===== src/rtl/pipeline_hazard_ctrl_if.sv =====
`default_nettype none
// ============================================================================
//  Module   : pipeline_hazard_ctrl_if
//  Brief    : Hazard-controller bundle: pipeline status in, stage strobes out.
//  Revision : 1.0
// ============================================================================
interface pipeline_hazard_ctrl_if #(
  parameter int CNT_W = 16
);
  logic [4:0]       id_rs;
  logic [4:0]       id_rt;
  logic             id_uses_rt;
  logic             ex_mem_read;
  logic [4:0]       ex_rt;
  logic             id_jump;
  logic             ex_branch_taken;
  logic             mem_busy;
  logic             halt_req;
  logic             clr_cnt;
  logic             pc_write;
  logic             if_id_write;
  logic             if_id_flush;
  logic             id_ex_write;
  logic             id_ex_flush;
  logic             ex_mem_write;
  logic             halted;
  logic             mem_timeout;
  logic [CNT_W-1:0] stall_cnt;
  logic [CNT_W-1:0] flush_cnt;

  modport master (
    output id_rs, id_rt, id_uses_rt, ex_mem_read, ex_rt, id_jump,
           ex_branch_taken, mem_busy, halt_req, clr_cnt,
    input  pc_write, if_id_write, if_id_flush, id_ex_write, id_ex_flush,
           ex_mem_write, halted, mem_timeout, stall_cnt, flush_cnt
  );

  modport slave (
    input  id_rs, id_rt, id_uses_rt, ex_mem_read, ex_rt, id_jump,
           ex_branch_taken, mem_busy, halt_req, clr_cnt,
    output pc_write, if_id_write, if_id_flush, id_ex_write, id_ex_flush,
           ex_mem_write, halted, mem_timeout, stall_cnt, flush_cnt
  );
endinterface
`default_nettype wire


===== src/rtl/pipeline_hazard_ctrl.sv =====
`default_nettype none
// ============================================================================
//  Module   : pipeline_hazard_ctrl
//  Brief    : Stall/flush sequencer for a 5-stage pipe with drain/halt support.
//  Revision : 1.0
// ============================================================================
module pipeline_hazard_ctrl #(
  parameter int CNT_W     = 16,
  parameter int MAX_WAIT  = 64,
  parameter int DRAIN_CYC = 4
) (
  input  logic                   sysclk_i,
  input  logic                   reset_i,
  pipeline_hazard_ctrl_if.slave  hz_if
);
  localparam int WAIT_W  = $clog2(MAX_WAIT + 1);
  localparam int DRAIN_W = $clog2(DRAIN_CYC + 1);
  localparam logic [CNT_W-1:0]   CNT_MAX   = {CNT_W{1'b1}};
  localparam logic [WAIT_W-1:0]  WAIT_LIM  = WAIT_W'(MAX_WAIT);
  localparam logic [DRAIN_W-1:0] DRAIN_END = DRAIN_W'(DRAIN_CYC - 1);

  typedef enum logic [1:0] {
    S_RUN      = 2'd0,
    S_MEM_WAIT = 2'd1,
    S_DRAIN    = 2'd2,
    S_HALTED   = 2'd3
  } state_t;

  state_t             state_q, state_d;
  logic [WAIT_W-1:0]  wait_q, wait_d;
  logic [DRAIN_W-1:0] drain_q, drain_d;
  logic               timeout_q, timeout_d;
  logic               halted_q;
  logic [CNT_W-1:0]   stall_q, stall_d;
  logic [CNT_W-1:0]   flush_q, flush_d;

  logic lu;
  logic pc_w, ifid_w, ifid_f, idex_w, idex_f, exmem_w;

  assign lu = hz_if.ex_mem_read && (hz_if.ex_rt != 5'd0) &&
              ((hz_if.ex_rt == hz_if.id_rs) ||
               (hz_if.id_uses_rt && (hz_if.ex_rt == hz_if.id_rt)));

  always_comb begin
    pc_w    = 1'b1;
    ifid_w  = 1'b1;
    ifid_f  = 1'b0;
    idex_w  = 1'b1;
    idex_f  = 1'b0;
    exmem_w = 1'b1;
    if (reset_i) begin
      {pc_w, ifid_w, idex_w, exmem_w} = 4'b0000;
      ifid_f = 1'b1;
      idex_f = 1'b1;
    end else begin
      unique case (state_q)
        S_RUN, S_MEM_WAIT: begin
          // A cycle leaving MEM_WAIT behaves exactly like RUN
          if (hz_if.mem_busy) begin
            {pc_w, ifid_w, idex_w, exmem_w} = 4'b0000;
          end else if (hz_if.ex_branch_taken) begin
            ifid_f = 1'b1;
            idex_f = 1'b1;
          end else if (lu) begin
            pc_w   = 1'b0;
            ifid_w = 1'b0;
            idex_f = 1'b1;
          end else if (hz_if.id_jump) begin
            ifid_f = 1'b1;
          end
        end
        S_DRAIN: begin
          if (hz_if.mem_busy) begin
            {pc_w, ifid_w, idex_w, exmem_w} = 4'b0000;
          end else begin
            pc_w   = 1'b0;
            ifid_f = 1'b1;
          end
        end
        default: begin
          {pc_w, ifid_w, idex_w, exmem_w} = 4'b0000;
        end
      endcase
    end
  end

  always_comb begin
    state_d = state_q;
    drain_d = drain_q;
    wait_d  = '0;
    if (hz_if.mem_busy && (state_q != S_HALTED)) begin
      wait_d = (wait_q == WAIT_LIM) ? wait_q : wait_q + 1'b1;
    end
    unique case (state_q)
      S_RUN, S_MEM_WAIT: begin
        if (hz_if.mem_busy) begin
          state_d = S_MEM_WAIT;
        end else if (hz_if.halt_req && !hz_if.ex_branch_taken && !lu && !hz_if.id_jump) begin
          state_d = S_DRAIN;
          drain_d = '0;
        end else begin
          state_d = S_RUN;
        end
      end
      S_DRAIN: begin
        if (!hz_if.halt_req) begin
          state_d = S_RUN;
          drain_d = '0;
        end else if (!hz_if.mem_busy) begin
          if (drain_q == DRAIN_END) begin
            state_d = S_HALTED;
            drain_d = '0;
          end else begin
            drain_d = drain_q + 1'b1;
          end
        end
      end
      default: begin
        if (!hz_if.halt_req) begin
          state_d = S_RUN;
        end
      end
    endcase

    timeout_d = hz_if.clr_cnt ? 1'b0 : (timeout_q || (wait_d == WAIT_LIM));

    stall_d = stall_q;
    flush_d = flush_q;
    if (hz_if.clr_cnt) begin
      stall_d = '0;
      flush_d = '0;
    end else begin
      if (!pc_w && (stall_q != CNT_MAX)) stall_d = stall_q + 1'b1;
      if (ifid_f && (flush_q != CNT_MAX)) flush_d = flush_q + 1'b1;
    end
  end

  always_ff @(posedge sysclk_i or posedge reset_i) begin
    if (reset_i) begin
      state_q   <= S_RUN;
      wait_q    <= '0;
      drain_q   <= '0;
      timeout_q <= 1'b0;
      halted_q  <= 1'b0;
      stall_q   <= '0;
      flush_q   <= '0;
    end else begin
      state_q   <= state_d;
      wait_q    <= wait_d;
      drain_q   <= drain_d;
      timeout_q <= timeout_d;
      halted_q  <= (state_d == S_HALTED);
      stall_q   <= stall_d;
      flush_q   <= flush_d;
    end
  end

  assign hz_if.pc_write     = pc_w;
  assign hz_if.if_id_write  = ifid_w;
  assign hz_if.if_id_flush  = ifid_f;
  assign hz_if.id_ex_write  = idex_w;
  assign hz_if.id_ex_flush  = idex_f;
  assign hz_if.ex_mem_write = exmem_w;
  assign hz_if.halted       = halted_q;
  assign hz_if.mem_timeout  = timeout_q;
  assign hz_if.stall_cnt    = stall_q;
  assign hz_if.flush_cnt    = flush_q;
endmodule
`default_nettype wire

===== src/flat_wrapper.sv =====
// flat-port wrapper written by rule: the top's interface ports become plain ports
module pipeline_hazard_ctrl_flat 
#(
  parameter int CNT_W     = 16,
  parameter int MAX_WAIT  = 64,
  parameter int DRAIN_CYC = 4
)
  (sysclk_i, reset_i, hz_if_id_rs, hz_if_id_rt, hz_if_id_uses_rt, hz_if_ex_mem_read, hz_if_ex_rt, hz_if_id_jump, hz_if_ex_branch_taken, hz_if_mem_busy, hz_if_halt_req, hz_if_clr_cnt, hz_if_pc_write, hz_if_if_id_write, hz_if_if_id_flush, hz_if_id_ex_write, hz_if_id_ex_flush, hz_if_ex_mem_write, hz_if_halted, hz_if_mem_timeout, hz_if_stall_cnt, hz_if_flush_cnt);
  pipeline_hazard_ctrl_if #(.CNT_W(CNT_W)) hz_if_i ();
  input  logic sysclk_i;
  input  logic reset_i;
  input wire logic [$bits(hz_if_i.id_rs)-1:0] hz_if_id_rs;
  input wire logic [$bits(hz_if_i.id_rt)-1:0] hz_if_id_rt;
  input wire logic [$bits(hz_if_i.id_uses_rt)-1:0] hz_if_id_uses_rt;
  input wire logic [$bits(hz_if_i.ex_mem_read)-1:0] hz_if_ex_mem_read;
  input wire logic [$bits(hz_if_i.ex_rt)-1:0] hz_if_ex_rt;
  input wire logic [$bits(hz_if_i.id_jump)-1:0] hz_if_id_jump;
  input wire logic [$bits(hz_if_i.ex_branch_taken)-1:0] hz_if_ex_branch_taken;
  input wire logic [$bits(hz_if_i.mem_busy)-1:0] hz_if_mem_busy;
  input wire logic [$bits(hz_if_i.halt_req)-1:0] hz_if_halt_req;
  input wire logic [$bits(hz_if_i.clr_cnt)-1:0] hz_if_clr_cnt;
  output wire logic [$bits(hz_if_i.pc_write)-1:0] hz_if_pc_write;
  output wire logic [$bits(hz_if_i.if_id_write)-1:0] hz_if_if_id_write;
  output wire logic [$bits(hz_if_i.if_id_flush)-1:0] hz_if_if_id_flush;
  output wire logic [$bits(hz_if_i.id_ex_write)-1:0] hz_if_id_ex_write;
  output wire logic [$bits(hz_if_i.id_ex_flush)-1:0] hz_if_id_ex_flush;
  output wire logic [$bits(hz_if_i.ex_mem_write)-1:0] hz_if_ex_mem_write;
  output wire logic [$bits(hz_if_i.halted)-1:0] hz_if_halted;
  output wire logic [$bits(hz_if_i.mem_timeout)-1:0] hz_if_mem_timeout;
  output wire logic [$bits(hz_if_i.stall_cnt)-1:0] hz_if_stall_cnt;
  output wire logic [$bits(hz_if_i.flush_cnt)-1:0] hz_if_flush_cnt;
  assign hz_if_i.id_rs = hz_if_id_rs;
  assign hz_if_i.id_rt = hz_if_id_rt;
  assign hz_if_i.id_uses_rt = hz_if_id_uses_rt;
  assign hz_if_i.ex_mem_read = hz_if_ex_mem_read;
  assign hz_if_i.ex_rt = hz_if_ex_rt;
  assign hz_if_i.id_jump = hz_if_id_jump;
  assign hz_if_i.ex_branch_taken = hz_if_ex_branch_taken;
  assign hz_if_i.mem_busy = hz_if_mem_busy;
  assign hz_if_i.halt_req = hz_if_halt_req;
  assign hz_if_i.clr_cnt = hz_if_clr_cnt;
  assign hz_if_pc_write = hz_if_i.pc_write;
  assign hz_if_if_id_write = hz_if_i.if_id_write;
  assign hz_if_if_id_flush = hz_if_i.if_id_flush;
  assign hz_if_id_ex_write = hz_if_i.id_ex_write;
  assign hz_if_id_ex_flush = hz_if_i.id_ex_flush;
  assign hz_if_ex_mem_write = hz_if_i.ex_mem_write;
  assign hz_if_halted = hz_if_i.halted;
  assign hz_if_mem_timeout = hz_if_i.mem_timeout;
  assign hz_if_stall_cnt = hz_if_i.stall_cnt;
  assign hz_if_flush_cnt = hz_if_i.flush_cnt;
  pipeline_hazard_ctrl #(.CNT_W(CNT_W), .MAX_WAIT(MAX_WAIT), .DRAIN_CYC(DRAIN_CYC)) u_core (.sysclk_i(sysclk_i), .reset_i(reset_i), .hz_if(hz_if_i));
endmodule

===== config.mk =====
export PLATFORM = sky130hd
export DESIGN_NAME = pipeline_hazard_ctrl_flat
export DESIGN_NICKNAME = d
export VERILOG_FILES = /design/src/rtl/pipeline_hazard_ctrl_if.sv /design/src/rtl/pipeline_hazard_ctrl.sv /design/src/flat_wrapper.sv
export SDC_FILE = /design/constraint.sdc
export NUM_CORES = 1
export LEC_CHECK = 0
export BUFFER_PORTS_ARGS = -buffer_cell sky130_fd_sc_hd__buf_2
export CAP_MARGIN = 40
export CORE_ASPECT_RATIO = 1.2
export CORE_MARGIN = 1
export CORE_UTILIZATION = 38
export CTS_CLUSTER_DIAMETER = 100
export CTS_CLUSTER_SIZE = 30
export DETAILED_ROUTE_END_ITERATION = 10
export GPL_TIMING_DRIVEN = 0
export PLACE_DENSITY_LB_ADDON = 0.08
export REMOVE_ABC_BUFFERS = 1
export SYNTH_ARGS = -nofsm -noshare
export SYNTH_HDL_FRONTEND = slang
export SYNTH_SLANG_ARGS = --single-unit

===== constraint.sdc =====
create_clock -name sysclk_i -period 2.6 [get_ports sysclk_i]
set_clock_uncertainty 0.05 [all_clocks]
set_input_delay 0.26 -clock sysclk_i [delete_from_list [all_inputs] [get_ports sysclk_i]]
set_output_delay 0.26 -clock sysclk_i [all_outputs]
set_load 0.01 [all_outputs]

# After elaboration in Yosys (flattened, before gate mapping)
# Cells that the tools add are included.
[totals]
ff_bits = 46
in_bits = 24
output_inout_bits = 40
wordCells = 89
[classes]
n_mux = 41
n_eq_ne = 14
reduce_logical = 23
addsub = 4
[ops]
columns = ["cell", "count"]
rows = [
  ["16-bit two-way mux", 4],
  ["16-bit by 1-bit adder with 16-bit output (second input constant)", 2],
  ["16-bit inequality test (second input constant)", 2],
  ["1-bit two-way mux", 20],
  ["3-bit two-way mux", 5],
  ["7-bit equality test (second input constant)", 2],
  ["7-bit two-way mux", 2],
  ["2-bit two-way mux", 6],
  ["5-bit equality test", 2],
  ["1-bit logical AND", 9],
  ["7-bit by 1-bit adder with 7-bit output (second input constant)", 1],
  ["3-bit one-hot mux with 2 select lines", 1],
  ["2-bit nonzero test", 3],
  ["5-bit nonzero test", 1],
  ["2-bit equality test (second input constant)", 2],
  ["1-bit logical NOT", 4],
  ["2-bit inequality test (second input constant)", 2],
  ["1-bit one-hot mux with 2 select lines", 2],
  ["2-bit one-hot mux with 2 select lines", 1],
  ["4-bit AND reduction", 1],
  ["3-bit by 1-bit adder with 3-bit output (second input constant)", 1],
  ["3-bit by 2-bit equality test with 1-bit output (second input constant)", 1],
  ["3-bit inequality test (second input constant)", 1],
  ["3-bit OR reduction", 1],
  ["other kinds (5)", 6],
]

# Logic depth before layout (Yosys ltp)
[logic_depth]
ltp_word = 13
mapped_depth = 8
mapped_depth_nobuf = 7

# Worst setup path after synthesis
# Ideal clock, no wire load.
[synth_timing]
kind = "input port to flip-flop"
start = "input port reset_i"
end = "register u_core.flush_q[15], in the netlist u_core.hz_if.flush_cnt[15]"
setup_slack_ns = -0.062
setup_ns = 0.127
arrival_time_ns = 2.484
cell_stages = 6
cell_sequence = "inv_1 o21ai_0 o21ai_4 inv_2 and3_1 mux2_1"
[synth_via]
elab_chain_cells = 3
[synth_lines]
columns = ["item", "line", "text"]
rows = [
  ["start, declared", "flat_wrapper.sv:11", "input logic reset_i;"],
  ["1-bit two-way mux", "pipeline_hazard_ctrl.sv:51", "if (reset_i) begin"],
  ["net hz_if_if_id_flush", "flat_wrapper.sv:24", "output wire logic [$bits(hz_if_i.if_id_flush)-1:0] hz_if_if_id_flush;"],
  ["1-bit logical AND", "pipeline_hazard_ctrl.sv:134", "if (ifid_f && (flush_q != CNT_MAX)) flush_d = flush_q + 1'b1;"],
  ["2-bit nonzero test (no line)", "n/a", ""],
  ["end signal, assigned", "pipeline_hazard_ctrl.sv:154", "flush_q <= flush_d;"],
  ["end, declared", "pipeline_hazard_ctrl.sv:35", "logic [CNT_W-1:0] flush_q, flush_d;"],
]
# The timed path passes the listed nets, and every way through them passes these cells.
# A chain may end at the register's enable or synchronous reset.

# Final worst setup path
[layout_timing]
start = "register u_core.stall_q[0], in the netlist u_core.hz_if.stall_cnt[0]"
end = "register u_core.stall_q[11], in the netlist u_core.hz_if.stall_cnt[11]"
[layout_via]
elab_chain_cells = 3
[layout_lines]
columns = ["item", "line", "text"]
rows = [
  ["start, declared", "pipeline_hazard_ctrl.sv:34", "logic [CNT_W-1:0] stall_q, stall_d;"],
  ["start signal, assigned", "pipeline_hazard_ctrl.sv:153", "stall_q <= stall_d;"],
  ["16-bit by 1-bit adder with 16-bit output or 16-bit inequality test (tied branches)", "pipeline_hazard_ctrl.sv:133", "if (!pc_w && (stall_q != CNT_MAX)) stall_d = stall_q + 1'b1;"],
  ["16-bit two-way mux or 1-bit logical AND (tied branches)", "pipeline_hazard_ctrl.sv:133", ""],
  ["16-bit two-way mux or 2-bit nonzero test (tied branches)", "n/a", ""],
]
# Parallel ways exist; a longest one is shown, timed or not. The select of a mux whose other input is x is not followed.

==> summary.md <==
| Metric | Value |
|---|---|
| Final setup violation count | 0 |
| Rel. slew slack | 53.2% |
| Share of cells above drive strength 1 | 24.9% |
| Library cells used by synthesis | 47 |
| Ys async rst share | 100% |
| Vias in the first global route | 2260 |
| Final wirelength | 6060 um |
| Kind of end point of the critical path | flop |
| NumNets Final | 385 |
| Initial detailed-routing violation count | 111 |
| Minimum clock period | 2.44 ns |
| Synthesized instance count | 295 |
| Final Cycle Share | 93.7% |
| TritonCTS buffer count | 5 |
| Worst Hold Class | in2reg |
| Non-Filler Instances | 444 |
| PD cells | 460 nW/um2 |
| Via count | 2390 |
| Status | complete, no violations |
| Die height | 94.3 um |
| Clk root buf | clkbuf_8 |
| Largest net degree at the start of global routing | 38 |
| DR WL/cell | 13.7 um |
| Final hold vios | 0 |
| Starting Density | 39.4% |
| Synth area leader | dfrtp_1 |
| DR pass1 iterations | 4 |
| Max VDD drop | 0.000257 V |
| YS warnings | 0 |
| Initial antenna violation count | 0 |
| H-tree Lvls | 2 |
| Max FO, Critical Path | 20 |
| Vias per inst | 5.38 |
| Max Root-Sink Buffers | 2 |
| PnR worst setup slack | 0.164 ns |
| Gr usage total | 17.7% |
| Dominant synthesized flop cell | dfrtp_1 |
| Mapped Area | 2700 um2 |
| Commonest non-fill, non-tap cell in the layout | buf_2 |
| DP HPWL | 4430 um |
| Commonest cells after routing, fill and taps aside | 63 x buf_2, 46 x dfrtp_1, 28 x a21oi_1 |
| Worst-skew pair later-pin latency | 0.30 ns |
| First-pass GRT wire length | 10500 um |
| Leakage | 1.48 nW |
| Place WS | 0.182 ns |
| Max frequency | 0.410 GHz |
| Seq/Total Area, Yosys | 42.6% |
| GPL Wtd Cong | 0.800 |
| Synthesized area per cell | 9.15 um2 |
| Worst-Margin Slew | 0.701 ns |
| CP Class | reg2reg |
| Clock-pin slew on the worst setup and hold paths | 0.09 ns |
| RSZ-0062 raised after global routing | false |
| CP Data Arrival Time | 2.61 ns |
| Required time of the critical path | 2.77 ns |
| Startpoint Class | flop |
| Area grow syn2layout | 18.8% |
| Area contributors post-synth | dfrtp_1 43%, a21oi_1 5.2%, xor2_1 4.2% |
| Port bufs | 63 |
| Core area | 6850 um2 |
| Final Slew Violations | 0 |
| Dpl cells | 435 |
| Die W | 79.0 um |
| Fillers | 719 |
| Yosys top cell area share | 42.6% |
| Post-DRT Antenna Nets | 0 |
| IO Pins | 64 |
| Post-synth EDFFs | 0 |
| Postcts setup bufs | 0 |
| GRT Residual Overflow | 0 |
| Full die area | 7450 um2 |
| Maxcap violations | 0 |
| CTS tree | yes |
| Seq cells post-synth | 46 |
| Sink Count | 46 |
| Pwr Total | 1.48 mW |
| Drt drc | 0 |
| Rows | 33 |
| Diode count | 0 |
-- metrics by stage --
step	hold slack, ns	TNS (ns)	area, um2	utilization [%]
2_1_floorplan	0.273	-0.332	2630	-
6_report	0.161	0	3210	46.8
5_1_grt	0.152	0	3210	46.8
4_1_cts	0.148	0	3210	46.8
3_3_place_gp	0.418	-28.94	3050	44.5
3_5_place_dp	0.312	0	3090	45.0
-- timing repair --
item	CTS	global route
gates resized for setup	0	2
hold buffers	1	0
endpoints found under the setup margin	0	8
hold endpoints to repair	20	0
-- cells by family (layout without fill, tap and decap cells) --
group | Yosys count | count (layout) | synth area share, %
flip-flops | 46 | 46 | 42.6
adder cells (fa/ha/maj) | 5 | 5 | 2.32
AO/OA/AOI/OAI | 69 | 69 | 16.1
XOR/XNOR | 18 | 18 | 5.84
AND/OR/NAND/NOR | 125 | 125 | 25.5
multiplexers | 8 | 8 | 3.24
buffers and inverters | 24 | 86 | 4.36
-- registers in the layout, indices dropped and copies added (netlist names) --
register	flops
u_core.hz_if.flush_cnt	16
u_core.hz_if.stall_cnt	16
u_core.wait_q	7
u_core.drain_q	3
u_core.state_q	2
u_core.hz_if.halted	1
u_core.hz_if.mem_timeout	1
-- synthesized netlist by cell type (2+ instances only) --
library cell,number
o21a_1,2
a21oi_1,28
nor2_1,27
o22ai_1,3
mux2i_1,2
nor4_1,2
inv_1,11
o21ai_0,18
dfrtp_1,46
xor2_1,13
or4_1,10
buf_4,3
buf_6,2
nor2b_1,4
mux2_2,4
mux2_1,2
nand3_1,22
xnor2_1,5
nand2_1,17
clkbuf_1,6
or3_1,15
nand4_1,7
ha_1,5
nor3_1,3
and3_1,8
o31ai_1,9
-- metal layers --
layer | vias up | routed length [um] | track usage, %
met2 | 52 | 3000 | 30.8
met1 | 1128 | 2740 | 22.3
met4 | 0 | 50 | 4.55
li1 | 1206 | - | -
met5 | - | 0 | 0
met3 | 4 | 270 | 3.86
-- critical path: stages (launching register included) --
cell	delay (ns)
dfrtp_1	0.44
ha_1	0.28
and4_4	0.23
a311o_1	0.36
a2bb2oi_2	0.20
buf_8	0.19
or4_1	0.47
a21oi_1	0.15
-- cell type report --
cell class / count / area [um2] / share of cell area [%]
multi-input combinational: 225 / 1430 / 44.6
sequential: 46 / 1150 / 35.9
timing repair buffer: 66 / 360 / 11.2
tap: 87 / 109 / 3.39
clock buffer: 5 / 68.8 / 2.15
inverter: 12 / 47.5 / 1.48
clock inverter: 3 / 40.0 / 1.25
-- final timing paths --
kind	slack, ns	cells after the start	endpoint	startpoint
worst max-delay path	0.16	7	u_core.hz_if.stall_cnt[11]$_DFFE_PP0P_	u_core.hz_if.stall_cnt[0]$_DFFE_PP0P_
worst min-delay path	0.16	2	u_core.state_q[1]$_DFF_PP0_	hz_if_halt_req
worst max register to register	0.16	7	u_core.hz_if.stall_cnt[11]$_DFFE_PP0P_	u_core.hz_if.stall_cnt[0]$_DFFE_PP0P_
worst min register to register	0.43	1	u_core.drain_q[2]$_DFFE_PP0P_	u_core.drain_q[2]$_DFFE_PP0P_
max in group asynchronous	1.62	4	u_core.hz_if.stall_cnt[4]$_DFFE_PP0P_	reset_i
min in group asynchronous	0.43	3	u_core.wait_q[6]$_DFF_PP0_	reset_i
-- where the power goes --
group / total (mW) / internal [mW] / switching (mW) / leakage (nW)
combinational: 0.181 / 0.0727 / 0.108 / 0.784
clock: 0.544 / 0.284 / 0.260 / 0.0579
sequential: 0.753 / 0.731 / 0.0219 / 0.634
(Power assumes the default switching activity.)
